[config.mk]
export PLATFORM = sky130hd
export DESIGN_NAME = post_host_input
export DESIGN_NICKNAME = d
export VERILOG_FILES = /design/src/rtl/post_pkg.sv /design/src/rtl/post_req_pulse.sv /design/src/rtl/post_host_input.sv
export SDC_FILE = /design/constraint.sdc
export NUM_CORES = 1
export LEC_CHECK = 0
export ABC_AREA = 1
export BUFFER_PORTS_ARGS = -buffer_cell sky130_fd_sc_hd__buf_2
export CORE_MARGIN = 2
export CORE_UTILIZATION = 25
export CTS_CLUSTER_DIAMETER = 40
export DETAILED_ROUTE_END_ITERATION = 12
export PLACE_DENSITY = 0.53
export SLEW_MARGIN = 10
export SYNTH_ARGS = -nofsm -noshare
export SYNTH_HDL_FRONTEND = slang
export SYNTH_SLANG_ARGS = --single-unit
[constraint.sdc]
create_clock -name refclk -period 1.9 [get_ports refclk]
set_clock_uncertainty 0.2 [all_clocks]
set_input_delay 0.38 -clock refclk [delete_from_list [all_inputs] [get_ports refclk]]
set_output_delay 0.38 -clock refclk [all_outputs]
set_load 0.02 [all_outputs]
[src/rtl/post_pkg.sv]
// +----------------------------------------------------------------------------+
// | post_pkg: shared state encoding, protocol constants and default timing for  |
// | the POST REQ/ACK host and pod blocks.                                       |
// | Revision: 1.0                                                               |
// +----------------------------------------------------------------------------+
`default_nettype none

package post_pkg;

    localparam int CMD_PULSES       = 4;
    localparam int DATA_BITS        = 8;
    localparam int CNT_W            = 4;

    localparam int DEF_PULSE_CYCLES = 1;
    localparam int DEF_GAP_CYCLES   = 2;
    localparam int DEF_BREAK_CYCLES = 50;
    localparam int DEF_POLL_MAX     = 255;

    typedef enum logic [3:0] {
        ST_IDLE   = 4'd0,
        ST_BREAK  = 4'd1,
        ST_CMD    = 4'd2,
        ST_POLL   = 4'd3,
        ST_DATA   = 4'd4,
        ST_DECIDE = 4'd5,
        ST_CHAIN  = 4'd6,
        ST_END    = 4'd7
    } post_state_t;

    // States in which the slot timer is producing REQ pulses.
    function automatic logic is_run(input post_state_t s);
        return (s == ST_CMD) || (s == ST_POLL) || (s == ST_DATA) || (s == ST_CHAIN);
    endfunction

endpackage

`default_nettype wire

[src/rtl/post_req_pulse.sv]
// +----------------------------------------------------------------------------+
// | post_req_pulse: REQ slot timer. Produces REQ, rise/sample strobes, a per-   |
// | state pulse counter and the break timer.                                    |
// | Revision: 1.0                                                               |
// +----------------------------------------------------------------------------+
`default_nettype none

module post_req_pulse
    import post_pkg::*;
#(
    parameter int PULSE_CYCLES = DEF_PULSE_CYCLES,
    parameter int GAP_CYCLES   = DEF_GAP_CYCLES,
    parameter int BREAK_CYCLES = DEF_BREAK_CYCLES
) (
    input  logic             clk,
    input  logic             rst,
    input  logic             run,
    input  logic             run_next,
    input  logic             brk,
    input  logic             cnt_clr,
    output logic             req,
    output logic             rise,
    output logic             sample,
    output logic             brk_done,
    output logic [CNT_W-1:0] pulse_cnt
);

    localparam int SLOT = PULSE_CYCLES + GAP_CYCLES;
    localparam int PH_W = $clog2(SLOT);
    localparam int BK_W = $clog2(BREAK_CYCLES + 1);
    localparam logic [PH_W-1:0] PH_LAST  = PH_W'(SLOT - 1);
    localparam logic [PH_W-1:0] PH_PULSE = PH_W'(PULSE_CYCLES);
    localparam logic [BK_W-1:0] BK_LAST  = BK_W'(BREAK_CYCLES - 1);

    logic [PH_W-1:0] ph;
    logic [PH_W-1:0] ph_next;
    logic [BK_W-1:0] bk;

    // Phase 0 of every slot is the first REQ-high cycle; a new slot starts
    // whenever the FSM stays in (or enters) a pulsing state at a slot boundary.
    always_comb begin
        ph_next = '0;
        if (run_next && run && (ph != PH_LAST)) begin
            ph_next = ph + 1'b1;
        end
    end

    assign rise     = run_next && (ph_next == '0);
    assign sample   = run && (ph == PH_LAST);
    assign brk_done = brk && (bk == BK_LAST);

    always_ff @(posedge clk) begin
        if (rst) begin
            ph        <= '0;
            req       <= 1'b0;
            bk        <= '0;
            pulse_cnt <= '0;
        end else begin
            ph  <= ph_next;
            req <= run_next && (ph_next < PH_PULSE);
            bk  <= (brk && !brk_done) ? bk + 1'b1 : '0;
            if (cnt_clr) begin
                pulse_cnt <= '0;
            end else if (sample) begin
                pulse_cnt <= pulse_cnt + 1'b1;
            end
        end
    end

endmodule

`default_nettype wire

[src/rtl/post_host_input.sv]
// +----------------------------------------------------------------------------+
// | post_host_input: host-side POST INPUT initiator; issues break + command,    |
// | polls y, shifts in a byte MSB first. Chaining enabled by POST_HOST_CHAIN_EN.|
// | Revision: 1.0                                                               |
// +----------------------------------------------------------------------------+
`default_nettype none

module post_host_input
    import post_pkg::*;
#(
    parameter int PULSE_CYCLES = DEF_PULSE_CYCLES,
    parameter int GAP_CYCLES   = DEF_GAP_CYCLES,
    parameter int BREAK_CYCLES = DEF_BREAK_CYCLES,
    parameter int POLL_MAX     = DEF_POLL_MAX
) (
    input  logic        refclk,
    input  logic        reset,
    input  logic        start,
    input  logic        chain,
    output logic        testreq,
    input  logic        testack,
    output logic [7:0]  rx_data,
    output logic        rx_valid,
    input  logic        rx_ready,
    output logic        busy,
    output logic        timeout,
    output logic        pod_out_ready,
    output logic [15:0] req_count
);

`ifdef POST_HOST_CHAIN_EN
    localparam bit CHAIN_EN = 1'b1;
`else
    localparam bit CHAIN_EN = 1'b0;
`endif

    localparam int PC_W = $clog2(POLL_MAX + 1);
    localparam logic [PC_W-1:0]  POLL_LAST = PC_W'(POLL_MAX - 1);
    localparam bit               POLL_ONE  = (POLL_MAX <= 1);
    localparam logic [CNT_W-1:0] CMD_X     = CNT_W'(CMD_PULSES - 2);
    localparam logic [CNT_W-1:0] CMD_LAST  = CNT_W'(CMD_PULSES - 1);
    localparam logic [CNT_W-1:0] DATA_LAST = CNT_W'(DATA_BITS - 1);

    post_state_t      state;
    post_state_t      state_next;
    logic             ack_s1;
    logic             ack_s2;
    logic [6:0]       sr;
    logic [PC_W-1:0]  poll_cnt;
    logic             run;
    logic             run_next;
    logic             brk;
    logic             rise;
    logic             sample;
    logic             brk_done;
    logic [CNT_W-1:0] pulse_cnt;
    logic             timeout_hit;
    logic             cmd_last;
    logic             data_last;
    logic             slot_free;

    assign cmd_last  = sample && (pulse_cnt == CMD_LAST);
    assign data_last = sample && (pulse_cnt == DATA_LAST);
    assign slot_free = !rx_valid || rx_ready;

    post_req_pulse #(
        .PULSE_CYCLES (PULSE_CYCLES),
        .GAP_CYCLES   (GAP_CYCLES),
        .BREAK_CYCLES (BREAK_CYCLES)
    ) u_pulse (
        .clk       (refclk),
        .rst       (reset),
        .run       (run),
        .run_next  (run_next),
        .brk       (brk),
        .cnt_clr   (state_next != state),
        .req       (testreq),
        .rise      (rise),
        .sample    (sample),
        .brk_done  (brk_done),
        .pulse_cnt (pulse_cnt)
    );

    always_ff @(posedge refclk) begin
        if (reset) begin
            state <= ST_IDLE;
        end else begin
            state <= state_next;
        end
    end

    always_comb begin
        state_next = state;
        case (state)
            ST_IDLE:   if (start) state_next = ST_BREAK;
            ST_BREAK:  if (brk_done) state_next = ST_CMD;
            ST_CMD: begin
                if (cmd_last) begin
                    if (ack_s2)        state_next = ST_DATA;
                    else if (POLL_ONE) state_next = ST_END;
                    else               state_next = ST_POLL;
                end
            end
            ST_POLL: begin
                if (sample) begin
                    if (ack_s2)                      state_next = ST_DATA;
                    else if (poll_cnt == POLL_LAST)  state_next = ST_END;
                end
            end
            ST_DATA:   if (data_last) state_next = ST_DECIDE;
            // rx_valid already holds the fresh byte here, so only an accept
            // this cycle frees the output register for the next chained byte.
            ST_DECIDE: state_next = (CHAIN_EN && chain && slot_free) ? ST_CHAIN : ST_END;
            ST_CHAIN:  if (sample) state_next = ack_s2 ? ST_DATA : ST_POLL;
            ST_END:    if (brk_done) state_next = ST_IDLE;
            default:   state_next = ST_IDLE;
        endcase
    end

    always_comb begin
        busy        = (state != ST_IDLE);
        run         = is_run(state);
        run_next    = is_run(state_next);
        brk         = (state == ST_BREAK) || (state == ST_END);
        timeout_hit = ((state == ST_CMD) || (state == ST_POLL)) && (state_next == ST_END);
    end

    always_ff @(posedge refclk) begin
        if (reset) begin
            ack_s1        <= 1'b0;
            ack_s2        <= 1'b0;
            sr            <= '0;
            poll_cnt      <= '0;
            req_count     <= '0;
            pod_out_ready <= 1'b0;
            timeout       <= 1'b0;
            rx_data       <= '0;
            rx_valid      <= 1'b0;
        end else begin
            ack_s1  <= testack;
            ack_s2  <= ack_s1;
            timeout <= timeout_hit;
            if (rise) begin
                req_count <= req_count + 16'd1;
            end
            if ((state == ST_CMD) && sample && (pulse_cnt == CMD_X)) begin
                pod_out_ready <= ack_s2;
            end
            if (state == ST_DATA && sample) begin
                sr <= {sr[5:0], ack_s2};
            end
            if (cmd_last && (state == ST_CMD)) begin
                poll_cnt <= PC_W'(1);
            end else if ((state == ST_POLL) && sample && !ack_s2) begin
                poll_cnt <= poll_cnt + 1'b1;
            end else if (state == ST_DECIDE) begin
                poll_cnt <= '0;
            end
            // A byte completing while the previous one is still held is dropped
            // rather than overwriting it.
            if ((state == ST_DATA) && data_last && slot_free) begin
                rx_data  <= {sr, ack_s2};
                rx_valid <= 1'b1;
            end else if (rx_valid && rx_ready) begin
                rx_valid <= 1'b0;
            end
        end
    end

endmodule

`default_nettype wire

==> summary.md <==
| Metric | Value |
|---|---|
| Status | `complete, but fails checks` |
| Failing checks | `setup timing` |
| DR vias | `3123` |
| Area Growth Syn to Fin | `50.9%` |
| Sequential cell fraction of total power | `46.2%` |
| Gpl congestion | `0.924` |
| Post-synth top area share | `39.3%` |
| Post-Syn Area per Cell | `7.37 um^2` |
| Min setup slack post-route | `-0.0690 ns` |
| Initial Utilization | `25.7%` |
| Synth Net Count | `435` |
| Type of the worst min-delay path | `input pin to flip-flop` |
| DP Worst Slack | `-0.237 ns` |
| Die width | `115 um` |
| Cell area after synthesis | `0.00310 mm^2` |
| Tot GR Track Use | `12.5%` |
| Clk network pwr share | `50.3%` |
| Internal Power | `2200 uW` |
| Logic gate share of total power | `3.5%` |
| Vias in the first global route | `2972` |
| Drt first-iter violations | `114` |
| Largest net degree at the start of global routing | `23` |
| CTS tree | `yes` |
| Final slew viol count | `0` |
| GRT overflow | `0` |
| Cell variety after synth | `34` |
| Max Buffers Root-to-Sink | `2` |
| Fmax | `0.508 GHz` |
| Most used DFF post-synth | `dfxtp_1` |
| Sink Count | `61` |
| Sw Pwr | `598 uW` |
| Worst EP required | `1.96 ns` |
| Initial antenna violation count | `1` |
| Asr flop ratio synth | `0%` |
| Crit path capture type | `flip-flop` |
| Final instance area | `0.00468 mm^2` |
| CTS clk-pin slew, worst paths | `0.05 ns` |
| Multi-input gate area | `0.00191 mm^2` |
| Fin Hold WS | `0.0703 ns` |
| Routed Antenna Nets | `0` |
| Most common library cell in the layout ignoring fill and taps | `buf_4` |
| Setup violations, final | `19` |
| FP Rows | `40` |
| Chip height | `115 um` |
| Max cap viols | `0` |
| Dominant cells by area after synthesis | `dfxtp_1, nand2_1, nor2_1, inv_1, nand4_1` |
| Core area | `0.0121 mm^2` |
| Min Tclk post-route | `1.97 ns` |
| Clock Latency Late Sink | `0.33 ns` |
| Drt wl/cell | `11.5 um` |
| Register area | `0.00124 mm^2` |
| Final Hold Viols | `0` |
| CTS buffer count | `9` |
| Leakage | `0.00203 uW` |
| Final Util | `38.8%` |
| First-pass GRT wire length | `13300 um` |
| Hpwl dp | `5440 um` |
| Critical path class | `flip-flop to flip-flop` |
| Post-synth top area cell | `dfxtp_1` |
| Switching Share | `21.4%` |
| Final WL | `8160 um` |
| # H-tree levels | `3` |
| CP max FO | `7` |
| Num ports | `35` |
| Dpl cell area | `0.00393 mm^2` |
| Most frequent cells in the layout | `buf_4, dfxtp_1, nor2_1, nand2_1, inv_1` |
| Layout cells sized above 1 | `43.1%` |
| Type of origin of the critical path | `flip-flop` |
| DR vias/cell | `4.40` |
| Filler cells | `1225` |
| Power Density | `597 mW/mm^2` |
| Critical Path AT | `2.03 ns` |
| Ys Warns | `0` |
| Mapped Cells | `421` |
| Worst vdd ir | `0.478 mV` |
| Hold-fix buffers at CTS | `0` |
| Die ar. | `0.0133 mm^2` |
| Number of nets in the layout | `550` |
| DRC Markers | `0` |
| # diodes | `0` |
| Ratio of final minimum period to clock period | `104%` |
| Drt pass-1 iters | `4` |
| Buffers on Ports | `33` |
| Register area share after synthesis | `39.3%` |
| RSZ-0062 raised after global routing | `yes` |
| #FFs+latches synth | `61` |
| Number of synthesized flops with an enable pin | `0` |
| Clk root buf | `clkbuf_16` |
==> flip-flops by register name, summed over array words and instances, names as in the netlist <==
register / count
pod_out_ready: 1
poll_cnt: 8
timeout: 1
u_pulse.ph: 2
u_pulse.req: 1
sr: 7
state: 4
req_count: 16
ack_s1: 1
u_pulse.bk: 6
ack_s2: 1
u_pulse.pulse_cnt: 4
rx_data: 8
rx_valid: 1
==> final timing paths <==
kind,start,endpoint,slack [ns],depth (start not counted)
hold / removal,testack,ack_s1,0.07,3
hold reg to reg,ack_s1,ack_s2,0.21,2
setup / recovery,state[2],req_count[12],-0.07,14
setup reg to reg,state[2],req_count[12],-0.07,14
==> cell families (layout without fill, tap and decap cells) <==
| group | after synthesis | after routing | share of synthesized area, % |
|---|---|---|---|
| AOI/OAI and AO/OA | 62 | 62 | 11.6 |
| xor gates and xnor gates | 20 | 20 | 5.64 |
| adders and majority gates | 8 | 8 | 3.22 |
| buffers and inverters | 67 | 187 | 8.83 |
| DFF | 61 | 61 | 39.3 |
| other | 1 | 1 | 0.121 |
| and+or+nand+nor | 202 | 202 | 31.2 |
==> worst max-delay path, stage by stage (launching register included) <==
cell,delay [ns]
dfxtp_4,0.40
inv_6,0.06
nor2_4,0.11
inv_2,0.07
nor2_2,0.13
nand2_2,0.09
nand2_1,0.09
nor2_2,0.06
buf_4,0.14
nand3_4,0.07
nand2_4,0.07
nand3_4,0.10
buf_6,0.15
nand2_1,0.06
a21oi_2,0.11
==> synthesized netlist by cell type (2+ instances only) <==
master    number
nand3_1       23
nand4_1       21
nand2_2       10
xor2_1        12
a21oi_2        8
nand3_2        3
o21ai_0       20
inv_2          3
clkbuf_1       6
inv_1         52
nor2_2         2
buf_4          2
nor2_4         2
nand2_4        4
dfxtp_1       61
buf_2          3
nor2_1        62
nor3b_1        2
xnor2_1        8
nand2_1       64
ha_1           8
nor4_1         2
a21oi_1       24
a211oi_1       4
nor3_1         5
o22ai_1        2
==> stage by stage <==
step                      TNS [ns]  cells  total power [uW]
after floorplan           -0.00181    421              1360
after global placement       -3.58    674              1390
after detailed placement     -3.68    674              1400
after CTS                   -0.493    705              2830
after global routing         -3.56    709              2910
final                       -0.829    709              2800
==> metal layers <==
metal  routed length (um)  share of wire [%]  GRT usage [%]
met5                   11               0.13              0
met4                  170                2.1           4.74
met3                  327                4.0           4.13
met2                 3930                 48           20.6
met1                 3710                 46           15.0
==> timing repair <==
| action | CTS | global route |
|---|---|---|
| pin swaps | 15 | 13 |
| endpoints found under the setup margin | 24 | 36 |
| buffers inserted | 16 | 4 |
| resized for setup | 50 | 55 |
==> power by group through the flow <==
stage          Clock, uW  Sequential (uW)  Combinational (uW)
2_1_floorplan          0             1320                44.8
3_3_place_gp           0             1320                77.4
5_1_grt             1510             1290                 107
4_1_cts             1450             1290                88.3
3_5_place_dp           0             1320                78.3
6_report            1410             1290                97.1
==> layout make-up <==
| cell class | count | share of cell area, % |
|---|---|---|
| multi-input cells | 293 | 40.8 |
| inverters | 55 | 4.51 |
| flip-flops and latches | 61 | 26.4 |
| well taps | 168 | 4.49 |
| repair buffers | 116 | 18.3 |
| clock inverters | 2 | 0.214 |
| clock buffers | 14 | 5.21 |
Power figures use the tool's default switching activity.
